## src/rtl/w_update_seq_pkg.sv

```systemverilog
// Shared definitions for the LMS weight-update sequencer: state encoding,
// default word format and the round/extract step used by every update lane.
package w_update_seq_pkg;

    localparam int WIDTH_DEF = 16;
    localparam int QP_DEF    = 12;
    localparam int NTAPS_DEF = 4;
    localparam int AW_DEF    = 2;

    typedef enum logic [0:0] {
        ST_IDLE  = 1'b0,
        ST_SWEEP = 1'b1
    } state_e;

    // Round-half-up a full-width product and drop qp fractional bits.
    // The caller keeps the low WIDTH bits of the result, which equals
    // bits [qp+WIDTH-1:qp] of (p + 2^(qp-1)). Valid for WIDTH <= 32, qp >= 1.
    function automatic logic [31:0] round_extract(input logic signed [63:0] p,
                                                  input int unsigned qp);
        logic signed [63:0] r;
        r = p + (64'sd1 <<< (qp - 1));
        r = r >>> qp;
        return r[31:0];
    endfunction

endpackage

```

## src/rtl/w_update_seq_if.sv

```systemverilog
// Bus bundle between the sequencer and its environment.
//
// Handshakes:
//   x_valid/x_ready : a sample moves on a rising edge where both are high;
//                     while x_valid is high and x_ready low, the source
//                     holds x_in stable.
//   err_valid       : single-cycle request, no ready. Accepted in IDLE; if the
//                     sequencer is busy the request is dropped and overrun set.
//   done            : one-cycle pulse when a sweep has written its last tap.
//   rd_addr/rd_data : combinational weight read, no handshake.
interface w_update_seq_if
    import w_update_seq_pkg::*;
#(
    parameter int WIDTH = WIDTH_DEF,
    parameter int AW    = AW_DEF
);
    logic [WIDTH-1:0] x_in;
    logic             x_valid;
    logic             x_ready;
    logic [WIDTH-1:0] mu_error;
    logic             err_valid;
    logic             busy;
    logic             done;
    logic             overrun;
    logic             clr_overrun;
    logic [AW-1:0]    rd_addr;
    logic [WIDTH-1:0] rd_data;
    state_e           state_dbg;

    modport master (
        output x_in, x_valid, mu_error, err_valid, clr_overrun, rd_addr,
        input  x_ready, busy, done, overrun, rd_data, state_dbg
    );

    modport slave (
        input  x_in, x_valid, mu_error, err_valid, clr_overrun, rd_addr,
        output x_ready, busy, done, overrun, rd_data, state_dbg
    );
endinterface

```

## src/rtl/w_update_seq_lane.sv

```systemverilog
// One multiply-round-accumulate lane: w_new = w_old + round(x*mu >> QP),
// wrapping modulo 2^WIDTH.
module w_update_lane
    import w_update_seq_pkg::*;
#(
    parameter int WIDTH = WIDTH_DEF,
    parameter int QP    = QP_DEF
) (
    input  logic [WIDTH-1:0] x,
    input  logic [WIDTH-1:0] mu,
    input  logic [WIDTH-1:0] w_old,
    output logic [WIDTH-1:0] w_new
);
    logic signed [2*WIDTH-1:0] prod;
    logic        [WIDTH-1:0]   inc;

    // Full signed product, then shared rounding step, then wrapping add.
    always_comb begin
        prod  = $signed(x) * $signed(mu);
        inc   = WIDTH'(round_extract(64'(prod), QP));
        w_new = w_old + inc;
    end
endmodule

```

## src/rtl/w_update_seq.sv

```systemverilog
// Time-multiplexed LMS weight-update sequencer. Holds the input delay line
// and weight file, and walks one shared update lane across all taps, one tap
// per clock, for each accepted mu*error value.
module w_update_seq
    import w_update_seq_pkg::*;
#(
    parameter int               WIDTH   = WIDTH_DEF,
    parameter int               QP      = QP_DEF,
    parameter int               NTAPS   = NTAPS_DEF,
    parameter int               AW      = AW_DEF,
    parameter logic [WIDTH-1:0] W0_INIT = 16'h1000
) (
    input  logic           clk,
    input  logic           reset,
    w_update_seq_if.slave  bus
);
    localparam logic [AW-1:0] LAST_IDX = AW'(NTAPS - 1);

    state_e           state_q, state_d;
    logic [AW-1:0]    idx_q, idx_d;
    logic [WIDTH-1:0] mu_q, mu_d;
    logic [WIDTH-1:0] x_q [NTAPS];
    logic [WIDTH-1:0] x_d [NTAPS];
    logic [WIDTH-1:0] w_q [NTAPS];
    logic [WIDTH-1:0] w_d [NTAPS];
    logic             done_q, done_d;
    logic             overrun_q, overrun_d;
    logic [WIDTH-1:0] lane_w_new;

    // The single update lane sees whichever tap idx currently points at.
    w_update_lane #(
        .WIDTH (WIDTH),
        .QP    (QP)
    ) u_lane (
        .x     (x_q[idx_q]),
        .mu    (mu_q),
        .w_old (w_q[idx_q]),
        .w_new (lane_w_new)
    );

    // Error requests win over samples; nothing is taken while sweeping.
    assign bus.x_ready   = (state_q == ST_IDLE) && !bus.err_valid;
    assign bus.busy      = (state_q == ST_SWEEP);
    assign bus.done      = done_q;
    assign bus.overrun   = overrun_q;
    assign bus.rd_data   = w_q[bus.rd_addr];
    assign bus.state_dbg = state_q;

    // Next-state logic: delay-line shift in IDLE, one tap update per SWEEP cycle.
    always_comb begin
        state_d   = state_q;
        idx_d     = idx_q;
        mu_d      = mu_q;
        x_d       = x_q;
        w_d       = w_q;
        done_d    = 1'b0;
        overrun_d = overrun_q && !bus.clr_overrun;

        case (state_q)
            ST_IDLE: begin
                if (bus.err_valid) begin
                    mu_d    = bus.mu_error;
                    idx_d   = '0;
                    state_d = ST_SWEEP;
                end else if (bus.x_valid && bus.x_ready) begin
                    x_d[0] = bus.x_in;
                    for (int i = 1; i < NTAPS; i++) begin
                        x_d[i] = x_q[i-1];
                    end
                end
            end
            ST_SWEEP: begin
                w_d[idx_q] = lane_w_new;
                // A new event outranks a same-cycle clear.
                if (bus.err_valid) begin
                    overrun_d = 1'b1;
                end
                if (idx_q == LAST_IDX) begin
                    state_d = ST_IDLE;
                    idx_d   = '0;
                    done_d  = 1'b1;
                end else begin
                    idx_d = idx_q + AW'(1);
                end
            end
            default: begin
                state_d = ST_IDLE;
            end
        endcase
    end

    // State registers; reset restores tap 0 to unity gain and clears the rest.
    always_ff @(posedge clk or posedge reset) begin
        if (reset) begin
            state_q   <= ST_IDLE;
            idx_q     <= '0;
            mu_q      <= '0;
            done_q    <= 1'b0;
            overrun_q <= 1'b0;
            w_q[0]    <= W0_INIT;
            x_q[0]    <= '0;
            for (int i = 1; i < NTAPS; i++) begin
                w_q[i] <= '0;
                x_q[i] <= '0;
            end
        end else begin
            state_q   <= state_d;
            idx_q     <= idx_d;
            mu_q      <= mu_d;
            done_q    <= done_d;
            overrun_q <= overrun_d;
            for (int i = 0; i < NTAPS; i++) begin
                w_q[i] <= w_d[i];
                x_q[i] <= x_d[i];
            end
        end
    end
endmodule

```

## src/flat_wrapper.sv

```systemverilog
// flat-port wrapper written by rule: the top's interface ports become plain ports
module w_update_seq_flat import w_update_seq_pkg::*;
#(
    parameter int               WIDTH   = WIDTH_DEF,
    parameter int               QP      = QP_DEF,
    parameter int               NTAPS   = NTAPS_DEF,
    parameter int               AW      = AW_DEF,
    parameter logic [WIDTH-1:0] W0_INIT = 16'h1000
)
  (clk, reset, bus_x_in, bus_x_valid, bus_mu_error, bus_err_valid, bus_clr_overrun, bus_rd_addr, bus_x_ready, bus_busy, bus_done, bus_overrun, bus_rd_data, bus_state_dbg);
  w_update_seq_if #(.WIDTH(WIDTH), .AW(AW)) bus_i ();
  input  logic clk;
  input  logic reset;
  input wire logic [$bits(bus_i.x_in)-1:0] bus_x_in;
  input wire logic [$bits(bus_i.x_valid)-1:0] bus_x_valid;
  input wire logic [$bits(bus_i.mu_error)-1:0] bus_mu_error;
  input wire logic [$bits(bus_i.err_valid)-1:0] bus_err_valid;
  input wire logic [$bits(bus_i.clr_overrun)-1:0] bus_clr_overrun;
  input wire logic [$bits(bus_i.rd_addr)-1:0] bus_rd_addr;
  output wire logic [$bits(bus_i.x_ready)-1:0] bus_x_ready;
  output wire logic [$bits(bus_i.busy)-1:0] bus_busy;
  output wire logic [$bits(bus_i.done)-1:0] bus_done;
  output wire logic [$bits(bus_i.overrun)-1:0] bus_overrun;
  output wire logic [$bits(bus_i.rd_data)-1:0] bus_rd_data;
  output wire logic [$bits(bus_i.state_dbg)-1:0] bus_state_dbg;
  assign bus_i.x_in = bus_x_in;
  assign bus_i.x_valid = bus_x_valid;
  assign bus_i.mu_error = bus_mu_error;
  assign bus_i.err_valid = bus_err_valid;
  assign bus_i.clr_overrun = bus_clr_overrun;
  assign bus_i.rd_addr = bus_rd_addr;
  assign bus_x_ready = bus_i.x_ready;
  assign bus_busy = bus_i.busy;
  assign bus_done = bus_i.done;
  assign bus_overrun = bus_i.overrun;
  assign bus_rd_data = bus_i.rd_data;
  assign bus_state_dbg = bus_i.state_dbg;
  w_update_seq #(.WIDTH(WIDTH), .QP(QP), .NTAPS(NTAPS), .AW(AW), .W0_INIT(W0_INIT)) u_core (.clk(clk), .reset(reset), .bus(bus_i));
endmodule
```

## config.mk

```make
export PLATFORM = sky130hd
export DESIGN_NAME = w_update_seq_flat
export DESIGN_NICKNAME = d
export VERILOG_FILES = /design/src/rtl/w_update_seq_pkg.sv /design/src/rtl/w_update_seq_if.sv /design/src/rtl/w_update_seq_lane.sv /design/src/rtl/w_update_seq.sv /design/src/flat_wrapper.sv
export SDC_FILE = /design/constraint.sdc
export NUM_CORES = 1
export LEC_CHECK = 0
export BUFFER_PORTS_ARGS = -buffer_cell sky130_fd_sc_hd__buf_2
export CORE_MARGIN = 5
export CORE_UTILIZATION = 58
export DETAILED_ROUTE_END_ITERATION = 8
export PLACE_DENSITY = 0.76
export SLEW_MARGIN = 25
export SYNTH_ARGS = -nofsm -noshare
export SYNTH_HDL_FRONTEND = slang
export SYNTH_SLANG_ARGS = --single-unit
```

## constraint.sdc

```tcl
create_clock -name clk -period 8.5 [get_ports clk]
set_clock_uncertainty 0.2 [all_clocks]
set_input_delay 0.425 -clock clk [delete_from_list [all_inputs] [get_ports clk]]
set_output_delay 0.425 -clock clk [all_outputs]
set_load 0.02 [all_outputs]
```

==> metrics.md, run 1 <==
| Metric | Value |
|---|---|
| Post-synth EDFFs | 0 |
| Startpoint Class | flip-flop |
| Max clock buf depth | 2 |
| Final min period | roughly 8.6 ns |
| Adder and majority cell fraction of the synthesized area | 36.1% |
| TritonCTS Sinks | around 150 |
| Final Slew Violations | 0 |
| Compound-Gate Fraction of Synth Area | ~3.5% |
| Largest family of logic cells by synthesized area | adder cells |
| Fmax | approximately 0.12 GHz |
| Relative slew margins | 28.9% |
| IO Pins | 60 |
| Worst path max stage delay | 0.67 ns |
| Worst EP arrival | 8.75 ns |
| Sequential fraction of the synthesis area | 23.4% |
| GRT Total Usage | 26.7% |
| R2R setup slack | -0.07 ns |
| Async set or reset register ratio after synthesis | 100% |
| Synth Area in Simple Gates | about a tenth |
| Register bit total from synthesis | roughly 150 |
| Area contributors post-synth | fa_1 29%, dfrtp_1 23%, mux2_2 8.7% |
| Synth Area in XOR/XNOR | under 10% |
| Design Area, Final | between 15000 and 20000 um2 |
| Distinct cells, synth | 57 |
| Global-route wire length before repair | between 60 and 70 mm |
| Post-route DRC | 0 |
| Utilization after layout | between 60% and 70% |
| Violated checks | negative setup slack |
| N_diodes | 0 |
| GP Congestion | between 0.8 and 0.9 |
| Commonest cells in the synthesized netlist | 279 x inv_1, 230 x fa_1, 154 x nand2_1 |
| RSZ-0062 raised after global routing | yes |
| Routed wire length per instance | between 20 and 25 um |
| Row Count | 60 |
| DIE AREA | around 31000 um2 |
| Yosys top cell by area | fa_1 |
| FILL cells | about 1900 |
| Actual slew at the worst max-slew pin | 1.06 ns |
| Ys flop type | dfrtp_1 |
| Most common cell on crit path | fa_1 |
| Drt pass-1 iters | 6 |
| Largest net degree at the start of global routing | 80 |
| Share of post-route cells with drive strength above 1 | a little under a third |
| Nets | slightly below 2000 |
| IO Port Bufs | 59 |
| Outcome | complete, but fails checks |
| Worst EP required | between 8 and 9 ns |
| Dpl hpwl | around 30 mm |
| Antenna Nets Post-Route | 0 |
| Post-synthesis cell area | between 15000 and 20000 um2 |
| Placed Area | between 15000 and 20000 um2 |
| Most frequent cell after synthesis | inv_1 |
| CTS tree | built |
| First DRT Iteration DRCs | between 600 and 700 |
| Crit Path Max Fanout | 12 |
| Placeable Area | around 27000 um2 |
| Max-cap viol count | 0 |
| Final setup vio count | 3 |
| Syn nets | around 1800 |
| Worst setup path class | reg2reg |
| Later-pin clock latency in the skew report | around 0.44 ns |
| Layout overhead on the synthesized area | 17.4% |
| DRT Wirelength | roughly 40 mm |
| Width of the die | between 150 and 200 um |
| Tcrit/Tclk final | 101% |
| Slowest library cell on the worst path | mux4_1 |
| Synth top area share | around 29% |
| Die height | 176 um |
| Root Driver | clkbuf_16 |
| Yosys warns | 0 |
| Crit end category | flip-flop |
| Vias per cell | around 5.8 |
| TritonCTS buffer count | 17 |
| Grt total ovfl | 0 |
| Htree depth | 4 |
| DR vias | around 12000 |
| Initial Util | 58.9% |
| Cells after Synth | ~1500 |
| Antenna violations before repair | 0 |
| Average cell area after synthesis | 10.9 um2 |
| Final Hold Fails | 0 |
| Clk slew on worst S/H paths | approximately 0.080 ns |
| Final worst setup slack | -0.0747 ns |
| Vias in the first global route | ~13000 |
| Multiplexer share of the synthesized area | between 15 and 20% |
| Type of the most critical hold path | in2reg |
## metrics by stage
stage | TNS [ns] | worst slack, ns | hold slack, ns | cells
floorplan | 0 | 0.00157 | 0.257 | 1459
global placement | -0.533 | -0.153 | 0.274 | 1916
detailed placement | -1.29 | -0.346 | 0.284 | 1916
CTS | 0 | 0.000838 | 0.00806 | 1973
global route | -3.40 | -0.363 | 0.00470 | 1981
finish | -0.182 | -0.0747 | 0.00938 | 1981
## cells in the final DEF (no fill, tap or decap), types with 5 or more instances in the layout
| master | count |
|---|---|
| and2_4 | 9 |
| a21oi_1 | 6 |
| a21oi_2 | 8 |
| xor2_1 | 7 |
| o21ai_1 | 8 |
| inv_6 | 7 |
| nand4_1 | 5 |
| xnor2_2 | 5 |
| buf_4 | 134 |
| clkbuf_16 | 17 |
| nor2_1 | 21 |
| buf_2 | 59 |
| inv_2 | 9 |
| nand3_1 | 8 |
| xnor2_1 | 28 |
| fa_1 | 222 |
| nand2_1 | 150 |
| inv_1 | 269 |
| mux4_2 | 47 |
| fa_2 | 8 |
| o31ai_1 | 5 |
| and2_1 | 110 |
| buf_6 | 15 |
| a21o_1 | 6 |
| ha_4 | 6 |
| nand2b_1 | 8 |
| ha_1 | 81 |
| dfrtp_1 | 147 |
| ha_2 | 5 |
| mux2_2 | 123 |
| o21ai_0 | 12 |
## repair_timing
| action | in CTS | in global routing |
|---|---|---|
| gates resized for setup | 50 | 64 |
| hold endpoints to repair | 79 | 0 |
| pin swaps | 35 | 56 |
| hold buffers | 2 | 0 |
| setup buffers | 23 | 9 |
| endpoints found under the setup margin | 12 | 28 |
| cloned | 1 | 0 |
## state kept, by name, indices dropped and copies added (netlist names)
register / flops
u_core.bus.overrun: 1
u_core.bus.busy: 1
u_core.idx_q: 2
u_core.w_q: 64
u_core.x_q: 64
u_core.mu_q: 16
u_core.bus.done: 1
## layout make-up
class | instances | area [um2] | share of cell area [%]
multi-input combinational | 964 | 11300 | 60.4
sequential | 149 | 3730 | 20.0
timing repair buffer | 214 | 1570 | 8.40
inverter | 281 | 1060 | 5.67
tap | 341 | 427 | 2.28
clock buffer | 17 | 425 | 2.28
clock inverter | 15 | 184 | 0.984
## final timing paths
check	startpoint	to	depth (start not counted)
max in group asynchronous	reset	u_core.w_q[61]	4
max reg2reg	u_core.idx_q[0]	u_core.w_q[47]	29
min reg2reg	u_core.w_q[9]	u_core.w_q[9]	2
max	u_core.idx_q[0]	u_core.w_q[47]	29
min	bus_x_in[8]	u_core.x_q[56]	2
min in group asynchronous	reset	u_core.x_q[29]	3
## layer usage
layer,vias up,GRT usage [%],routed length (um)
li1,4944,-,-
met1,5962,33.7,14900
met2,478,46.5,20700
met3,124,4.61,2660
met4,0,10.2,1460
met5,-,0,0
## cell families (layout without fill, tap and decap cells)
logic type | count (synthesis) | after routing
compound gates | 81 | 81
xor+xnor | 45 | 45
fa+ha+maj | 322 | 322
buf+inv | 346 | 527
flops | 149 | 149
mux | 171 | 171
simple gates | 345 | 345
## worst max-delay path, delay by kind of cell (launching register included)
kind                       cells  cell delay [ns]
adders and majority gates      8             3.76
AOI/OAI and AO/OA              5             1.10
buffers and inverters          8             1.07
and+or+nand+nor                5             0.98
muxes                          1             0.67
DFF                            1             0.42
xor gates and xnor gates       2             0.31
Power of run 1 is left out: the tool's default activity adds up to more than one toggle a clock period on the data nets, which glitch-free logic cannot reach.
==> inputs of run 2 (changes only) <==
--- a/config.mk
+++ b/config.mk
@@ -7,9 +7,9 @@
 export LEC_CHECK = 0
 export BUFFER_PORTS_ARGS = -buffer_cell sky130_fd_sc_hd__buf_2
 export CORE_MARGIN = 5
-export CORE_UTILIZATION = 58
+export CORE_UTILIZATION = 65
 export DETAILED_ROUTE_END_ITERATION = 8
-export PLACE_DENSITY = 0.76
+export PLACE_DENSITY = 0.81
 export SLEW_MARGIN = 25
 export SYNTH_ARGS = -nofsm -noshare
 export SYNTH_HDL_FRONTEND = slang
==> constraint.sdc (replaced) <==
create_clock -name clk -period 8.65 [get_ports clk]
set_clock_uncertainty 0.2 [all_clocks]
set_input_delay 0.4325 -clock clk [delete_from_list [all_inputs] [get_ports clk]]
set_output_delay 0.4325 -clock clk [all_outputs]
set_load 0.02 [all_outputs]
==> metrics.md, run 2 (synthesis gave the netlist of run 1 again) <==
| Metric | Value |
|---|---|
| Outcome | complete, no violations |
| Buffer and inverter count on the worst path | 10 |
| Worst path max stage delay | 0.60 ns |
| Dpl hpwl | between 20 and 30 mm |
| First DRT Iteration DRCs | between 900 and 1000 |
| Leading cell type in the layout, fill and taps excluded | inv_1 |
| CTS tree | built |
| Largest net degree at the start of global routing | just under 80 |
| FILL cells | between 1000 and 1500 |
| Die height | roughly 170 um |
| Width of the die | 167 um |
| Relative slew margins | between 30% and 40% |
| Tcrit/Tclk final | a little over nine tenths |
| Worst EP required | 8.72 ns |
| Global-route wire length before repair | about 64 mm |
| Htree depth | 4 |
| Hold endpoint | u_core.x_q[52] |
| Fmax | around 0.12 GHz |
| Worst setup path class | reg2reg |
| Crit end category | flip-flop |
| TritonCTS Sinks | approximately 150 |
| Nets | slightly below 2000 |
| IO Port Bufs | 59 |
| Slowest library cell on the worst path | mux4_2 |
| Later-pin clock latency in the skew report | approximately 0.43 ns |
| Antenna Nets Post-Route | 0 |
| Clk slew on worst S/H paths | approximately 0.070 ns |
| Type of the most critical hold path | in2reg |
| Placeable Area | about 24000 um2 |
| Antenna violations before repair | 0 |
| Crit path depth | 33 |
| Most common cell on crit path | buf_4 |
| Layout overhead on the synthesized area | 15.1% |
| TritonCTS buffer count | 17 |
| Grt total ovfl | 0 |
| Root Driver | clkbuf_16 |
| DRT Wirelength | between 30 and 40 mm |
| Vias per cell | between 5 and 6 |
| Final setup vio count | 0 |
| Row Count | 57 |
| R2R setup slack | ~0.096 ns |
| R2R Path End | u_core.w_q[14] |
| Hold WS | roughly 0.022 ns |
| Final Hold Fails | 0 |
| Kind of cell adding the most delay to the critical path | adder cells |
| GRT Total Usage | between 20% and 30% |
| Hold path startpoint | bus_x_in[4] |
| Max-cap viol count | 0 |
| R2R cell count | 33 |
| Final min period | 8.55 ns |
| Most frequent cells in the layout | 271 x inv_1, 224 x fa_1, 149 x nand2_1 |
| Worst reg2reg path startpoint | u_core.idx_q[0] |
| Worst EP arrival | roughly 8.6 ns |
| Crit Path Max Fanout | 7 |
| Routed wire length per instance | between 20 and 25 um |
| Hold Crit Depth | 2 |
| Drt pass-1 iters | 5 |
| RSZ-0062 raised after global routing | yes |
| Startpoint Class | flip-flop |
| Final cell count without fillers | between 1500 and 2000 |
| Initial Util | 65.7% |
| IO Pins | 60 |
| Utilization after layout | between 70% and 80% |
| Cell Count Post-Placement | between 1500 and 2000 |
| Actual slew at the worst max-slew pin | just under 1 ns |
| Share of post-route cells with drive strength above 1 | between 20 and 30% |
| Final TNS setup | 0 ns |
| Post-route DRC | 0 |
| DIE AREA | approximately 28000 um2 |
| Vias in the first global route | approximately 13000 |
| Final Slew Violations | 0 |
| DR vias | approximately 11000 |
| Biggest registers after layout | u_core.w_q: 64 flops, u_core.x_q: 64 flops, u_core.mu_q: 16 flops |
| GP Congestion | 0.948 |
| Max clock buf depth | 2 |
| N_diodes | 0 |
## run 2: changes by cell type in the layout (fill, tap and decap cells not counted), sizes merged
cell      change
buf          -38
clkinv        -5
clkbuf        +3
clkinvlp      +3
inv           -1
## run 2: cell type report
type                       count  area [um2]  share of cell area, %
clock buffer                  20         467                   2.55
clock inverter                12         133                  0.724
inverter                     281        1060                   5.78
multi-input combinational    964       11200                   61.3
sequential                   149        3730                   20.4
tap                          324         405                   2.21
timing repair buffer         176        1290                   7.03
## run 2: how the worst max path moves through the flow
stage	start	to	slack, ns
detailed placement	u_core.idx_q[0]	u_core.w_q[63]	-0.09
finish	u_core.idx_q[0]	u_core.w_q[14]	0.1
floorplan	u_core.idx_q[0]	u_core.w_q[47]	0.005
global route	u_core.idx_q[0]	u_core.w_q[63]	-0.14
global placement	u_core.idx_q[0]	u_core.w_q[63]	0.0002
CTS	u_core.idx_q[0]	u_core.w_q[63]	0.01
## run 2: what timing repair did
action                     in CTS  in global routing
hold endpoints to repair       74                  0
pin swaps                       2                 57
hold buffers                    2                  0
setup endpoints to repair       4                 28
buffers inserted                3                 16
resized for setup               6                 77
## run 2: metal layers
metal	part of all wire [%]	global-route usage [%]
met5	0	0
met4	4.8	12.6
met3	6.4	4.53
met2	51	49.4
met1	38	37.5
## run 2: stage by stage
stage	worst slack (ns)	instance area, um2
final	0.0960	18300
after global routing	-0.142	18300
after CTS	0.0140	17800
after detailed placement	-0.0948	17100
after global placement	0.000244	17100
after floorplan	0.00539	15900
Power of run 2 is left out for the same reason.
